`src/rtl/router_pkg.sv`:
```
// Shared types and constants for the 1x3 router control path.
// Holds the FSM state encoding and header address parameters.
package router_pkg;

    localparam int ADDR_W    = 2;
    localparam int NUM_PORTS = 3;

    localparam logic [ADDR_W-1:0] ADDR_INVALID = 2'b11;

    typedef enum logic [2:0] {
        DECODE_ADDRESS     = 3'd0,
        LOAD_FIRST_DATA    = 3'd1,
        LOAD_DATA          = 3'd2,
        LOAD_PARITY        = 3'd3,
        FIFO_FULL_STATE    = 3'd4,
        LOAD_AFTER_FULL    = 3'd5,
        WAIT_TILL_EMPTY    = 3'd6,
        CHECK_PARITY_ERROR = 3'd7
    } state_t;

endpackage

```
`src/rtl/router_fsm_if.sv`:
```
// Signal bundle between the router FSM and its neighbours.
// master: source/synchroniser/register side; slave: the FSM.
interface router_fsm_if;
    import router_pkg::*;

    logic              pkt_valid;
    logic [ADDR_W-1:0] data_in;
    logic              fifo_full;
    logic              fifo_empty_0;
    logic              fifo_empty_1;
    logic              fifo_empty_2;
    logic              soft_reset_0;
    logic              soft_reset_1;
    logic              soft_reset_2;
    logic              parity_done;
    logic              low_packet_valid;

    logic              detect_add;
    logic              lfd_state;
    logic              ld_state;
    logic              laf_state;
    logic              full_state;
    logic              rst_int_reg;
    logic              write_enb_reg;
    logic              busy;
    logic [ADDR_W-1:0] addr_q;

    modport master (
        output pkt_valid, data_in, fifo_full,
        output fifo_empty_0, fifo_empty_1, fifo_empty_2,
        output soft_reset_0, soft_reset_1, soft_reset_2,
        output parity_done, low_packet_valid,
        input  detect_add, lfd_state, ld_state, laf_state,
        input  full_state, rst_int_reg, write_enb_reg, busy,
        input  addr_q
    );

    modport slave (
        input  pkt_valid, data_in, fifo_full,
        input  fifo_empty_0, fifo_empty_1, fifo_empty_2,
        input  soft_reset_0, soft_reset_1, soft_reset_2,
        input  parity_done, low_packet_valid,
        output detect_add, lfd_state, ld_state, laf_state,
        output full_state, rst_int_reg, write_enb_reg, busy,
        output addr_q
    );

endinterface

```
`src/rtl/router_fsm.sv`:
```
// Router control FSM: decodes header address and sequences header,
// payload, parity and FIFO-full recovery. Ports: clock, resetn
// (sync, active-low) and bus (slave side of router_fsm_if).
module router_fsm
    import router_pkg::*;
(
    input  logic         clock,
    input  logic         resetn,
    router_fsm_if.slave  bus
);

    state_t            state;
    state_t            next_state;
    logic [ADDR_W-1:0] addr_r;
    logic              empty_in;
    logic              empty_q;
    logic              sr_q;
    logic              hdr_ok;

    // Empty flag of the port named by the incoming header
    always_comb begin
        empty_in = 1'b0;
        case (bus.data_in)
            2'd0:    empty_in = bus.fifo_empty_0;
            2'd1:    empty_in = bus.fifo_empty_1;
            2'd2:    empty_in = bus.fifo_empty_2;
            default: empty_in = 1'b0;
        endcase
    end

    // Empty flag and soft reset of the latched destination
    always_comb begin
        empty_q = 1'b0;
        sr_q    = 1'b0;
        case (addr_r)
            2'd0: begin
                empty_q = bus.fifo_empty_0;
                sr_q    = bus.soft_reset_0;
            end
            2'd1: begin
                empty_q = bus.fifo_empty_1;
                sr_q    = bus.soft_reset_1;
            end
            2'd2: begin
                empty_q = bus.fifo_empty_2;
                sr_q    = bus.soft_reset_2;
            end
            default: begin
                empty_q = 1'b0;
                sr_q    = 1'b0;
            end
        endcase
    end

    assign hdr_ok = bus.pkt_valid && (bus.data_in != ADDR_INVALID);

    always_ff @(posedge clock) begin
        if (!resetn) begin
            state  <= DECODE_ADDRESS;
            addr_r <= '0;
        end else begin
            state <= next_state;
            if (state == DECODE_ADDRESS && hdr_ok)
                addr_r <= bus.data_in;
        end
    end

    always_comb begin
        next_state = state;
        case (state)
            DECODE_ADDRESS:
                if (hdr_ok)
                    next_state = empty_in ? LOAD_FIRST_DATA
                                          : WAIT_TILL_EMPTY;
            WAIT_TILL_EMPTY:
                if (empty_q)
                    next_state = LOAD_FIRST_DATA;
            LOAD_FIRST_DATA:
                next_state = LOAD_DATA;
            LOAD_DATA:
                if (bus.fifo_full)
                    next_state = FIFO_FULL_STATE;
                else if (!bus.pkt_valid)
                    next_state = LOAD_PARITY;
            FIFO_FULL_STATE:
                if (!bus.fifo_full)
                    next_state = LOAD_AFTER_FULL;
            LOAD_AFTER_FULL:
                if (bus.parity_done)
                    next_state = DECODE_ADDRESS;
                else if (bus.low_packet_valid)
                    next_state = LOAD_PARITY;
                else
                    next_state = LOAD_DATA;
            LOAD_PARITY:
                next_state = CHECK_PARITY_ERROR;
            CHECK_PARITY_ERROR:
                next_state = bus.fifo_full ? FIFO_FULL_STATE
                                           : DECODE_ADDRESS;
            default:
                next_state = DECODE_ADDRESS;
        endcase
        // Read-timeout on the selected port abandons the packet
        if (state != DECODE_ADDRESS && sr_q)
            next_state = DECODE_ADDRESS;
    end

    assign bus.detect_add  = (state == DECODE_ADDRESS);
    assign bus.lfd_state   = (state == LOAD_FIRST_DATA);
    assign bus.ld_state    = (state == LOAD_DATA);
    assign bus.laf_state   = (state == LOAD_AFTER_FULL);
    assign bus.full_state  = (state == FIFO_FULL_STATE);
    assign bus.rst_int_reg = (state == CHECK_PARITY_ERROR);

    assign bus.write_enb_reg = (state == LOAD_DATA)
                             | (state == LOAD_PARITY)
                             | (state == LOAD_AFTER_FULL);

    assign bus.busy = (state != DECODE_ADDRESS)
                   && (state != LOAD_DATA);

    assign bus.addr_q = addr_r;

endmodule
```
`src/flat_wrapper.sv`:
```
// flat-port wrapper written by rule: the top's interface ports become plain ports
module router_fsm_flat import router_pkg::*;
  (clock, resetn, bus_pkt_valid, bus_data_in, bus_fifo_full, bus_fifo_empty_0, bus_fifo_empty_1, bus_fifo_empty_2, bus_soft_reset_0, bus_soft_reset_1, bus_soft_reset_2, bus_parity_done, bus_low_packet_valid, bus_detect_add, bus_lfd_state, bus_ld_state, bus_laf_state, bus_full_state, bus_rst_int_reg, bus_write_enb_reg, bus_busy, bus_addr_q);
  router_fsm_if bus_i ();
  input  logic clock;
  input  logic resetn;
  input wire logic [$bits(bus_i.pkt_valid)-1:0] bus_pkt_valid;
  input wire logic [$bits(bus_i.data_in)-1:0] bus_data_in;
  input wire logic [$bits(bus_i.fifo_full)-1:0] bus_fifo_full;
  input wire logic [$bits(bus_i.fifo_empty_0)-1:0] bus_fifo_empty_0;
  input wire logic [$bits(bus_i.fifo_empty_1)-1:0] bus_fifo_empty_1;
  input wire logic [$bits(bus_i.fifo_empty_2)-1:0] bus_fifo_empty_2;
  input wire logic [$bits(bus_i.soft_reset_0)-1:0] bus_soft_reset_0;
  input wire logic [$bits(bus_i.soft_reset_1)-1:0] bus_soft_reset_1;
  input wire logic [$bits(bus_i.soft_reset_2)-1:0] bus_soft_reset_2;
  input wire logic [$bits(bus_i.parity_done)-1:0] bus_parity_done;
  input wire logic [$bits(bus_i.low_packet_valid)-1:0] bus_low_packet_valid;
  output wire logic [$bits(bus_i.detect_add)-1:0] bus_detect_add;
  output wire logic [$bits(bus_i.lfd_state)-1:0] bus_lfd_state;
  output wire logic [$bits(bus_i.ld_state)-1:0] bus_ld_state;
  output wire logic [$bits(bus_i.laf_state)-1:0] bus_laf_state;
  output wire logic [$bits(bus_i.full_state)-1:0] bus_full_state;
  output wire logic [$bits(bus_i.rst_int_reg)-1:0] bus_rst_int_reg;
  output wire logic [$bits(bus_i.write_enb_reg)-1:0] bus_write_enb_reg;
  output wire logic [$bits(bus_i.busy)-1:0] bus_busy;
  output wire logic [$bits(bus_i.addr_q)-1:0] bus_addr_q;
  assign bus_i.pkt_valid = bus_pkt_valid;
  assign bus_i.data_in = bus_data_in;
  assign bus_i.fifo_full = bus_fifo_full;
  assign bus_i.fifo_empty_0 = bus_fifo_empty_0;
  assign bus_i.fifo_empty_1 = bus_fifo_empty_1;
  assign bus_i.fifo_empty_2 = bus_fifo_empty_2;
  assign bus_i.soft_reset_0 = bus_soft_reset_0;
  assign bus_i.soft_reset_1 = bus_soft_reset_1;
  assign bus_i.soft_reset_2 = bus_soft_reset_2;
  assign bus_i.parity_done = bus_parity_done;
  assign bus_i.low_packet_valid = bus_low_packet_valid;
  assign bus_detect_add = bus_i.detect_add;
  assign bus_lfd_state = bus_i.lfd_state;
  assign bus_ld_state = bus_i.ld_state;
  assign bus_laf_state = bus_i.laf_state;
  assign bus_full_state = bus_i.full_state;
  assign bus_rst_int_reg = bus_i.rst_int_reg;
  assign bus_write_enb_reg = bus_i.write_enb_reg;
  assign bus_busy = bus_i.busy;
  assign bus_addr_q = bus_i.addr_q;
  router_fsm u_core (.clock(clock), .resetn(resetn), .bus(bus_i));
endmodule
```
`config.mk`:
```
export PLATFORM = sky130hd
export DESIGN_NAME = router_fsm_flat
export DESIGN_NICKNAME = d
export VERILOG_FILES = /design/src/rtl/router_pkg.sv /design/src/rtl/router_fsm_if.sv /design/src/rtl/router_fsm.sv /design/src/flat_wrapper.sv
export SDC_FILE = /design/constraint.sdc
export NUM_CORES = 1
export LEC_CHECK = 0
export ABC_AREA = 1
export CORE_AREA = 2 2 39 41
export CTS_CLUSTER_DIAMETER = 30
export DETAILED_ROUTE_END_ITERATION = 10
export DIE_AREA = 0 0 41 43
export PLACE_DENSITY = 0.77
export SKIP_LAST_GASP = 1
export SLEW_MARGIN = 10
export SYNTH_ARGS = -nofsm -noshare
export SYNTH_HDL_FRONTEND = slang
export SYNTH_SLANG_ARGS = --single-unit
```
`constraint.sdc`:
```
create_clock -name clock -period 1.2 [get_ports clock]
set_input_delay 0.3 -clock clock [delete_from_list [all_inputs] [get_ports clock]]
set_output_delay 0.3 -clock clock [all_outputs]
set_load 0.005 [all_outputs]
```
==> metrics.md <==
| Metric | Value |
|---|---|
| Status | `finished, violations left` |
| Failing checks | `negative setup slack` |
| Crit path DAT | `between 1 and 1.5 ns` |
| Clock tree root buffer cell | `clkbuf_4` |
| Hold Crit Depth | `4` |
| Final hold viol count | `0` |
| GRT overflow | `0` |
| Count of cell types in the netlist | `14` |
| Slowest-stage cell, CP | `dfxtp_4` |
| # rows | `14` |
| Max-slew violations | `0` |
| Design area | `1080 µm²` |
| Crit path largest cell delay | `0.34 ns` |
| Min-delay worst type | `in -> reg` |
| Peak supply drop | `1030 µV` |
| R2R depth | `9` |
| Core area | `1380 µm²` |
| Placed cells | `139` |
| Tot GR Track Use | `0.241` |
| Wirelength, routed | `1960 µm` |
| Via density | `4.99` |
| Max-cap check violation count | `0` |
| Fin util | `0.780` |
| Die Span Y | `between 40 and 50 µm` |
| Synth Cell Area | `484 µm²` |
| Initial DRT Pass Iterations | `2` |
| Unrepaired setup endpoints after global routing | `yes` |
| Post-Syn Instances | `88` |
| Worst-case hold path end point | `u_core.bus.addr_q[1]$_SDFFE_PN0P_` |
| Routed Antenna Nets | `0` |
| Initial DRC count | `1` |
| Post-route setup slack | `-0.169 ns` |
| Critical Path, Cell by Cell | `buf_6 > buf_4 > nor2_4 > buf_2` |
| CTS buffer count | `3` |
| FF-to-FF setup slack | `-0.08 ns` |
| PortBufs | `23` |
| Drt wl/cell | `12.7 µm` |
| Critical Path Sink Type | `output port` |
| Share of layout cells above drive strength 1 | `0.504` |
| Hold-fix buffers, CTS | `0` |
| Area share of the largest cell type after synthesis | `0.217` |
| Fill count | `approximately 100` |
| Io pins | `24` |
| Required time of the critical path | `0.90 ns` |
| Vias in the first global route | `between 700 and 800` |
| Num Clock Sinks | `5` |
| Largest net degree at the start of global routing | `6` |
| Startpoint types | `flip-flop` |
| Initial core utilization | `0.350` |
| Top fanout value on the critical path | `5` |
| Antenna diodes | `0` |
| Commonest non-fill, non-tap cells in the layout | `nand3_1 (17), buf_4 (17), nand2_1 (12)` |
| Worst-Margin Slew | `0.217 ns` |
| Synthesis-to-layout area growth | `123%` |
| # H-tree levels | `1` |
| Reg-to-Reg Start | `u_core.state[0]$_SDFFE_PP0P_` |
| Power Density | `about 2400 nW/µm²` |
| Die Span X | `just over 40 µm` |
| Die footprint | `around 1800 µm²` |
| DRC viols | `0` |
| CP Class | `reg -> out` |
| Maximum operating frequency | `730 MHz` |
| Crit path time final | `1.37 ns` |
| Hpwl dp | `1220 µm` |
| Max Root-Sink Buffers | `2` |
| Fin crit share | `1.14` |
| First-pass GRT wire length | `2880 µm` |
| Via count | `773` |
| Final Non-Filler Cells | `approximately 160` |
| Yosys Warn Count | `0` |
| Post-synth top area cell | `nand3_1` |
| Register area share after synthesis | `0.207` |
| Main area contributors after synthesis | `nand3_1 (22%), dfxtp_1 (21%), nand2_1 (16%)` |
| Hold_sp | `bus_data_in[1]` |
| Clk_skew | `0.00244 ns` |
| Post-Place Worst Slack | `-0.344 ns` |
| Syn Area/Cell | `5.50 µm²` |
| Register bit total from synthesis | `5` |
| Syn nets | `slightly above 100` |
| Setup violators final | `13` |
| Area after DPL | `between 800 and 900 µm²` |
| R2r endpoint | `u_core.state[0]$_SDFFE_PP0P_` |
| Leakage power | `~0.54 nW` |
| Clk slew on worst S/H paths | `0.04 ns` |
| Placer congestion estimate | `roughly 0.81` |
| Initial antenna violation count | `0` |
| CTS tree | `built` |
| Rel. slew slack | `0.855` |
| Nets | `154` |
| Worst-Skew Late Latency | `0.24 ns` |
[registers in the layout, summed over array words and instances (netlist names)]
register and cells:
u_core.state 3, u_core.bus.addr_q 2
[worst max-delay path: cells and delay by family, from the launching register on]
family / cells / cell delay [ns]
buffers and inverters: 3 / 0.39
DFF: 1 / 0.34
and+or+nand+nor: 1 / 0.09
[power breakdown]
group	total (mW)	switching, mW	leakage (nW)	internal (mW)
sequential	0.355	0.102	0.0432	0.253
clock	0.197	0.0713	0.0150	0.126
combinational	1.99	0.952	0.483	1.04
[cells in the mapped netlist (all sizes together)]
library cell and count:
buf 1, nor2 15, inv 12, nand3 21, and2 2, a21oi 5
nand2 23, nand4 1, dfxtp 5, o21ai 3
[logic make-up (layout without fill, tap and decap cells)]
group / after synthesis / count (layout) / synth area share
AOI/OAI and AO/OA: 8 / 8 / 0.0827
DFF: 5 / 5 / 0.207
and+or+nand+nor: 62 / 62 / 0.602
buffers and inverters: 13 / 64 / 0.109
[worst max path at each step]
stage,cells after the start,slack [ns],end,startpoint
2_1_floorplan,8,0.12,u_core.state[2]$_SDFFE_PP0P_,u_core.state[2]$_SDFFE_PP0P_
3_3_place_gp,3,-0.29,bus_write_enb_reg,u_core.state[0]$_SDFFE_PP0P_
3_5_place_dp,3,-0.34,bus_write_enb_reg,u_core.state[0]$_SDFFE_PP0P_
4_1_cts,3,-0.17,bus_write_enb_reg,u_core.state[2]$_SDFFE_PP0P_
5_1_grt,4,-0.20,bus_laf_state,u_core.state[1]$_SDFFE_PP0P_
6_report,4,-0.17,bus_laf_state,u_core.state[1]$_SDFFE_PP0P_
[stage by stage]
stage          hold WS [ns]  power [mW]  setup TNS [ns]
6_report              0.621        2.54           -1.20
3_3_place_gp          0.645        1.55           -2.86
5_1_grt               0.652        2.74           -1.84
3_5_place_dp          0.637        1.58           -3.21
4_1_cts               0.617        2.16          -0.890
2_1_floorplan         0.440       0.947               0
[layer usage]
metal | share of wire | track usage | vias up
li1 | - | - | 392
met2 | 0.56 | 0.459 | 27
met3 | 0.057 | 0.0524 | 2
met1 | 0.37 | 0.230 | 352
met4 | 0.0092 | 0.0800 | 0
met5 | 0 | 0 | -
[cell type report]
type	instances	area, µm²	area share
inverters	12	50.0	0.0463
clock buffers	4	26.3	0.0243
well taps	16	20.0	0.0185
repair buffers	48	415	0.385
flip-flops and latches	5	111	0.103
multi-input cells	70	457	0.423
[what timing repair did]
action	4_1_cts	5_1_grt
setup buffers	12	2
hold endpoints to repair	0	0
pin swaps	12	3
setup endpoints to repair	13	13
gates resized for setup	62	21
Note: power is estimated with default switching activity, not from simulation.
